## src/rtl/stopwatch_if.sv

```systemverilog
// Stopwatch controller signal bundle: button/tick inputs, live BCD digits in,
// count-enable, clear, display digits and status out.
interface stopwatch_if;
  logic       en10ms;
  logic       ss;
  logic       lap;
  logic [3:0] csec1;
  logic [3:0] csec10;
  logic [3:0] sec1;
  logic [3:0] sec10;
  logic [3:0] min1;
  logic [3:0] min10;
  logic       cnt_en;
  logic       clr;
  logic [3:0] d0;
  logic [3:0] d1;
  logic [3:0] d2;
  logic [3:0] d3;
  logic [3:0] d4;
  logic [3:0] d5;
  logic       running;
  logic       lap_shown;

  modport master (
    output en10ms, ss, lap, csec1, csec10, sec1, sec10, min1, min10,
    input  cnt_en, clr, d0, d1, d2, d3, d4, d5, running, lap_shown
  );

  modport slave (
    input  en10ms, ss, lap, csec1, csec10, sec1, sec10, min1, min10,
    output cnt_en, clr, d0, d1, d2, d3, d4, d5, running, lap_shown
  );
endinterface

```

## src/rtl/stopwatch_ctrl.sv

```systemverilog
// Stopwatch control FSM: start/stop/lap handling, lap freeze with auto-release,
// STOP blink, leading-zero blanking and a registered six-digit display.
module stopwatch_ctrl #(
  parameter int LAP_HOLD_TICKS = 300,
  parameter int BLINK_TICKS    = 25
) (
  input  logic        clk,
  input  logic        rst_n,
  stopwatch_if.slave  bus
);

  typedef enum logic [1:0] {IDLE, RUN, LAP, STOP} state_t;
  typedef logic [5:0][3:0] digits_t;

  localparam logic [3:0] BLANK   = 4'hA;
  localparam int         HOLD_W  = $clog2(LAP_HOLD_TICKS + 1);
  localparam int         BLINK_W = $clog2(BLINK_TICKS + 1);

  state_t               state_q, state_d;
  logic                 clr_d, latch_en, hold_last;
  logic [HOLD_W-1:0]    hold_q;
  logic [BLINK_W-1:0]   blink_q;
  logic                 blank_q;
  logic                 clr_q, running_q, lap_shown_q;
  digits_t              live, lap_dig_q, src, disp_p1;

  // MIN10 = 0 blanks D5; MIN10 = MIN1 = 0 also blanks D4.
  function automatic digits_t lead_blank(input digits_t dig);
    digits_t r;
    r = dig;
    if (dig[5] == 4'd0) begin
      r[5] = BLANK;
      if (dig[4] == 4'd0) r[4] = BLANK;
    end
    return r;
  endfunction

  assign live      = {bus.min10, bus.min1, bus.sec10, bus.sec1, bus.csec10, bus.csec1};
  assign hold_last = (hold_q >= HOLD_W'(LAP_HOLD_TICKS - 1));

  always_comb begin
    state_d  = state_q;
    clr_d    = 1'b0;
    latch_en = 1'b0;
    case (state_q)
      IDLE: if (bus.ss) state_d = RUN;
      RUN: begin
        if (bus.ss) state_d = STOP;
        else if (bus.lap) begin
          state_d  = LAP;
          latch_en = 1'b1;
        end
      end
      LAP: begin
        if (bus.ss)                         state_d = STOP;
        else if (bus.lap)                   state_d = RUN;
        else if (bus.en10ms && hold_last)   state_d = RUN;
      end
      STOP: begin
        if (bus.ss) state_d = RUN;
        else if (bus.lap) begin
          state_d = IDLE;
          clr_d   = 1'b1;
        end
      end
      default: state_d = IDLE;
    endcase
  end

  always_ff @(posedge clk or negedge rst_n) begin
    if (!rst_n) begin
      state_q     <= IDLE;
      clr_q       <= 1'b0;
      running_q   <= 1'b0;
      lap_shown_q <= 1'b0;
    end else begin
      state_q     <= state_d;
      clr_q       <= clr_d;
      running_q   <= (state_d == RUN) || (state_d == LAP);
      lap_shown_q <= (state_d == LAP);
    end
  end

  // Hold counter only lives in LAP, so any other state leaves it at zero for the next entry.
  always_ff @(posedge clk or negedge rst_n) begin
    if (!rst_n) begin
      hold_q <= '0;
    end else if (state_q != LAP) begin
      hold_q <= '0;
    end else if (bus.en10ms && (hold_q != HOLD_W'(LAP_HOLD_TICKS))) begin
      hold_q <= hold_q + 1'b1;
    end
  end

  always_ff @(posedge clk or negedge rst_n) begin
    if (!rst_n) begin
      blink_q <= '0;
      blank_q <= 1'b0;
    end else if (state_q != STOP) begin
      blink_q <= '0;
      blank_q <= 1'b0;
    end else if (bus.en10ms) begin
      if (blink_q == BLINK_W'(BLINK_TICKS - 1)) begin
        blink_q <= '0;
        blank_q <= ~blank_q;
      end else begin
        blink_q <= blink_q + 1'b1;
      end
    end
  end

  always_ff @(posedge clk or negedge rst_n) begin
    if (!rst_n)        lap_dig_q <= '0;
    else if (latch_en) lap_dig_q <= live;
  end

  assign src = (state_q == LAP) ? lap_dig_q : live;

  // Display register stage (p1)
  always_ff @(posedge clk or negedge rst_n) begin
    if (!rst_n)                             disp_p1 <= {BLANK, BLANK, 4'd0, 4'd0, 4'd0, 4'd0};
    else if ((state_q == STOP) && blank_q)  disp_p1 <= {6{BLANK}};
    else                                    disp_p1 <= lead_blank(src);
  end

  assign bus.cnt_en    = bus.en10ms && ((state_q == RUN) || (state_q == LAP));
  assign bus.clr       = clr_q;
  assign bus.running   = running_q;
  assign bus.lap_shown = lap_shown_q;
  assign bus.d0        = disp_p1[0];
  assign bus.d1        = disp_p1[1];
  assign bus.d2        = disp_p1[2];
  assign bus.d3        = disp_p1[3];
  assign bus.d4        = disp_p1[4];
  assign bus.d5        = disp_p1[5];

endmodule

```

## src/flat_wrapper.sv

```systemverilog
// flat-port wrapper written by rule: the top's interface ports become plain ports
module stopwatch_ctrl_flat 
#(
  parameter int LAP_HOLD_TICKS = 300,
  parameter int BLINK_TICKS    = 25
)
  (clk, rst_n, bus_en10ms, bus_ss, bus_lap, bus_csec1, bus_csec10, bus_sec1, bus_sec10, bus_min1, bus_min10, bus_cnt_en, bus_clr, bus_d0, bus_d1, bus_d2, bus_d3, bus_d4, bus_d5, bus_running, bus_lap_shown);
  stopwatch_if bus_i ();
  input  logic clk;
  input  logic rst_n;
  input wire logic [$bits(bus_i.en10ms)-1:0] bus_en10ms;
  input wire logic [$bits(bus_i.ss)-1:0] bus_ss;
  input wire logic [$bits(bus_i.lap)-1:0] bus_lap;
  input wire logic [$bits(bus_i.csec1)-1:0] bus_csec1;
  input wire logic [$bits(bus_i.csec10)-1:0] bus_csec10;
  input wire logic [$bits(bus_i.sec1)-1:0] bus_sec1;
  input wire logic [$bits(bus_i.sec10)-1:0] bus_sec10;
  input wire logic [$bits(bus_i.min1)-1:0] bus_min1;
  input wire logic [$bits(bus_i.min10)-1:0] bus_min10;
  output wire logic [$bits(bus_i.cnt_en)-1:0] bus_cnt_en;
  output wire logic [$bits(bus_i.clr)-1:0] bus_clr;
  output wire logic [$bits(bus_i.d0)-1:0] bus_d0;
  output wire logic [$bits(bus_i.d1)-1:0] bus_d1;
  output wire logic [$bits(bus_i.d2)-1:0] bus_d2;
  output wire logic [$bits(bus_i.d3)-1:0] bus_d3;
  output wire logic [$bits(bus_i.d4)-1:0] bus_d4;
  output wire logic [$bits(bus_i.d5)-1:0] bus_d5;
  output wire logic [$bits(bus_i.running)-1:0] bus_running;
  output wire logic [$bits(bus_i.lap_shown)-1:0] bus_lap_shown;
  assign bus_i.en10ms = bus_en10ms;
  assign bus_i.ss = bus_ss;
  assign bus_i.lap = bus_lap;
  assign bus_i.csec1 = bus_csec1;
  assign bus_i.csec10 = bus_csec10;
  assign bus_i.sec1 = bus_sec1;
  assign bus_i.sec10 = bus_sec10;
  assign bus_i.min1 = bus_min1;
  assign bus_i.min10 = bus_min10;
  assign bus_cnt_en = bus_i.cnt_en;
  assign bus_clr = bus_i.clr;
  assign bus_d0 = bus_i.d0;
  assign bus_d1 = bus_i.d1;
  assign bus_d2 = bus_i.d2;
  assign bus_d3 = bus_i.d3;
  assign bus_d4 = bus_i.d4;
  assign bus_d5 = bus_i.d5;
  assign bus_running = bus_i.running;
  assign bus_lap_shown = bus_i.lap_shown;
  stopwatch_ctrl #(.LAP_HOLD_TICKS(LAP_HOLD_TICKS), .BLINK_TICKS(BLINK_TICKS)) u_core (.clk(clk), .rst_n(rst_n), .bus(bus_i));
endmodule
```

## config.mk

```make
export PLATFORM = sky130hd
export DESIGN_NAME = stopwatch_ctrl_flat
export DESIGN_NICKNAME = d
export VERILOG_FILES = /design/src/rtl/stopwatch_if.sv /design/src/rtl/stopwatch_ctrl.sv /design/src/flat_wrapper.sv
export SDC_FILE = /design/constraint.sdc
export NUM_CORES = 1
export LEC_CHECK = 0
export ABC_CLOCK_PERIOD_IN_PS = 2750
export BUFFER_PORTS_ARGS = -buffer_cell sky130_fd_sc_hd__buf_2
export CAP_MARGIN = 30
export CORE_MARGIN = 2
export CORE_UTILIZATION = 40
export CTS_CLUSTER_DIAMETER = 120
export DETAILED_ROUTE_END_ITERATION = 8
export PLACE_DENSITY_LB_ADDON = 0.2
export RECOVER_POWER = 50
export SETUP_SLACK_MARGIN = 0.15
export SYNTH_ARGS = -nofsm -noshare
export SYNTH_HDL_FRONTEND = slang
export SYNTH_SLANG_ARGS = --single-unit
```

## constraint.sdc

```tcl
create_clock -name clk -period 2.75 [get_ports clk]
set_clock_uncertainty 0.2 [all_clocks]
set_input_delay 0.275 -clock clk [delete_from_list [all_inputs] [get_ports clk]]
set_output_delay 0.275 -clock clk [all_outputs]
set_load 0.02 [all_outputs]
```

==> metrics <==
Seq/Total Area, Yosys=54.1%; most common cell in the synthesized netlist=dfrtp_1; Hold Path Class=primary input to flop; number of max-cap violations=1; Fin. Hold Viols=0; FF-to-FF path depth=7; critical path startpoint category=flop; number of top-level pins=57; fraction of layout cells with a size suffix above 1=24.5%; hold endpoint=u_core.bus.clr$_DFF_PN0_; clock latency on the worst-skew pair=0.34 ns; Wirelength per Cell=14.4 um; unrepaired setup endpoints after global routing=false; Via-to-Cell Ratio=5.03; RePlAce Congestion=0.747; Initial Util=41.0%; Synth area leaders=dfrtp_1 (51%), mux2_2 (8.6%), mux2i_1 (7.9%), ha_1 (3.6%), dfstp_2 (3.3%); crit path capture type=flop; Max Clock Freq=0.463 GHz; synthesized netlist cell count=261; GRT overflow=0; worst vdd ir=0.532 mV; Total Nets Final=384; Setup-failing EPs final=0; setup_tns=0 ns; power per cell area=917 mW/mm^2; IO buf count=56; Iteration-0 DRC Markers=109; via count of the routed design=2,278; global-route wire length before repair=11.1 mm; CP required=2.83 ns; Netlist cell types=51; Critical Path Max Stage Delay=0.46 ns; Seq cells post-synth=68; CP Max Fanout=17; Top delay family on crit path=adder cells; worst-path cell chain=inv_1 > ha_2 > nand3b_1 > nor4_1 > o31a_1 > ha_1 > inv_1; Num CTS Buffers=9; CTS Sinks=68; R2R Setup Slk=0.59 ns; CTS tree=yes; Arrival @ worst endpoint=2.24 ns; Slew Limit Fails=69; core area=0.00769 mm^2; top cell type's share of synthesized area=50.8%; fin crit share=78.5%; Routed Antenna Nets=0; WS Path Type=flop to flop; dominant cell type by area after synthesis=dfrtp_1; CTS Root Buffer Type=clkbuf_8; Top FF cell, synth=dfrtp_1; Top cell by count, worst path=inv_1; vias in the first global route=2,315; number of enable flip-flop cells after synthesis=0; leakage=1.75 nW; mapped cell area=0.00315 mm^2; Hold Crit Start=bus_lap; Die Ht=92.8 um; drt drc=0; Die X=92.8 um; ANT cells=0; Post-synth top cells=dfrtp_1 (64), mux2i_1 (25), mux2_2 (24); syn nets=299; num rows=32; Worst Hold Depth=2; post-route minimum period=2.16 ns; reg2reg end=u_core.bus.running$_DFF_PN0_; post-synthesis average cell area=12.1 um^2; Reg clk slew, reported paths=0.08 ns; outcome=finished with violations; die area=0.00861 mm^2; worst r2r src=u_core.state_q[0]$_DFF_PN0_; area delta synth->final=25.6%; Slew headroom=-10.4%; first-pass detailed-route iteration total=4; All-Layer GR Usage=16.5%; actual slew at the worst max-slew pin=1.66 ns; pin count of the biggest net entering global routing=69; total power=3.63 mW; Clock Path Buffers=2; Ys Warns=0; initial antenna violation count=0; DP Wirelength=4.24 mm; asr flop ratio synth=100%; CTS H-Tree Depth=3; Slowest-stage cell, CP=ha_2; failing checks=capacitance limit, slew limit; Routed Wire Length=6.55 mm; crit path buf inv count=2
==> routing by layer <==
layer	up-vias	GRT usage [%]	wire length, um
met2	52	28.3	3200
met3	2	5.45	314
met1	1126	20.0	2990
met4	0	4.41	34
li1	1098	-	-
met5	-	0	0
==> cell usage in the layout, fill, tap and decap left out, types with 3 or more instances in the layout <==
cell type,n
and2_1,7
buf_2,32
buf_4,3
clkbuf_1,23
clkbuf_8,9
dfrtp_1,64
dfstp_2,4
dlygate4sd3_1,25
ha_1,8
inv_1,8
mux2_2,24
mux2i_1,25
nand2_1,16
nand3_1,5
nor2_1,17
nor2b_1,9
nor3_1,4
nor4_1,4
o21ai_0,6
or3_1,3
xnor2_1,3
==> where the power goes <==
group	switching, mW	internal, mW
combinational	0.699	0.557
sequential	0.175	1.37
clock	0.406	0.423
==> layout make-up <==
class | count | area (um^2)
Multi-Input combinational cell | 175 | 1370
Tap cell | 102 | 128
Fill cell | 721 | 3730
Timing Repair Buffer | 84 | 524
Clock inverter | 7 | 76.3
Inverter | 8 | 30.0
Clock buffer | 9 | 124
Sequential cell | 68 | 1710
==> state kept, by name, summed over array words and instances, names as in the netlist <==
name,cells
u_core.bus.lap_shown,1
u_core.bus.d4,4
u_core.bus.d0,4
u_core.hold_q,9
u_core.state_q,2
u_core.bus.d1,4
u_core.bus.clr,1
u_core.lap_dig_q,24
u_core.bus.running,1
u_core.bus.d2,4
u_core.bus.d5,4
u_core.bus.d3,4
u_core.blink_q,5
u_core.blank_q,1
==> worst max-delay path by stage <==
stage | slack, ns | to | startpoint | cells past startpoint
floorplan | 0.77 | u_core.bus.running$_DFF_PN0_ | u_core.hold_q[0]$_DFFE_PN0P_ | 7
global placement | 0.68 | u_core.bus.running$_DFF_PN0_ | u_core.hold_q[0]$_DFFE_PN0P_ | 7
detailed placement | 0.63 | u_core.bus.running$_DFF_PN0_ | u_core.hold_q[0]$_DFFE_PN0P_ | 7
CTS | 0.61 | u_core.bus.running$_DFF_PN0_ | u_core.hold_q[0]$_DFFE_PN0P_ | 7
global route | 0.27 | u_core.state_q[1]$_DFF_PN0_ | rst_n | 2
finish | 0.59 | u_core.bus.running$_DFF_PN0_ | u_core.state_q[0]$_DFF_PN0_ | 7
==> kinds of logic (layout without fill, tap and decap cells) <==
family	count (synthesis)	in the layout	synth area share [%]
AND/OR/NAND/NOR	80	80	14.3
flip-flops	68	68	54.1
multiplexers	49	49	16.5
AO/OA/AOI/OAI	32	32	7.54
buffers and inverters	18	108	2.50
adder cells (fa/ha/maj)	9	9	3.57
XOR/XNOR	5	5	1.39
==> worst register-to-register path, delay by kind of cell, from the launching register on <==
family / cells / cell delay, ns
fa+ha+maj: 2 / 0.68
compound gates: 1 / 0.18
simple gates: 2 / 0.45
buf+inv: 2 / 0.17
flops: 1 / 0.41
==> stage by stage <==
step | hold slack [ns] | util [%] | worst slack (ns) | instances | area [um^2]
6_report | 0.0917 | 51.5 | 0.591 | 453 | 3960
5_1_grt | 0.0846 | 51.5 | 0.268 | 453 | 3960
4_1_cts | 0.00196 | 51.8 | 0.609 | 452 | 3980
3_5_place_dp | 0.252 | 46.0 | 0.632 | 412 | 3540
3_3_place_gp | 0.251 | 46.0 | 0.677 | 412 | 3540
2_1_floorplan | -0.221 | - | 0.768 | 261 | 3150
==> repair_timing <==
action                     CTS  global route
hold endpoints to repair   103             1
hold buffers                24             1
setup buffers                0             0
setup endpoints to repair    0             0
resized for setup            0             0
No activity file was read; power rests on OpenSTA's default activity.
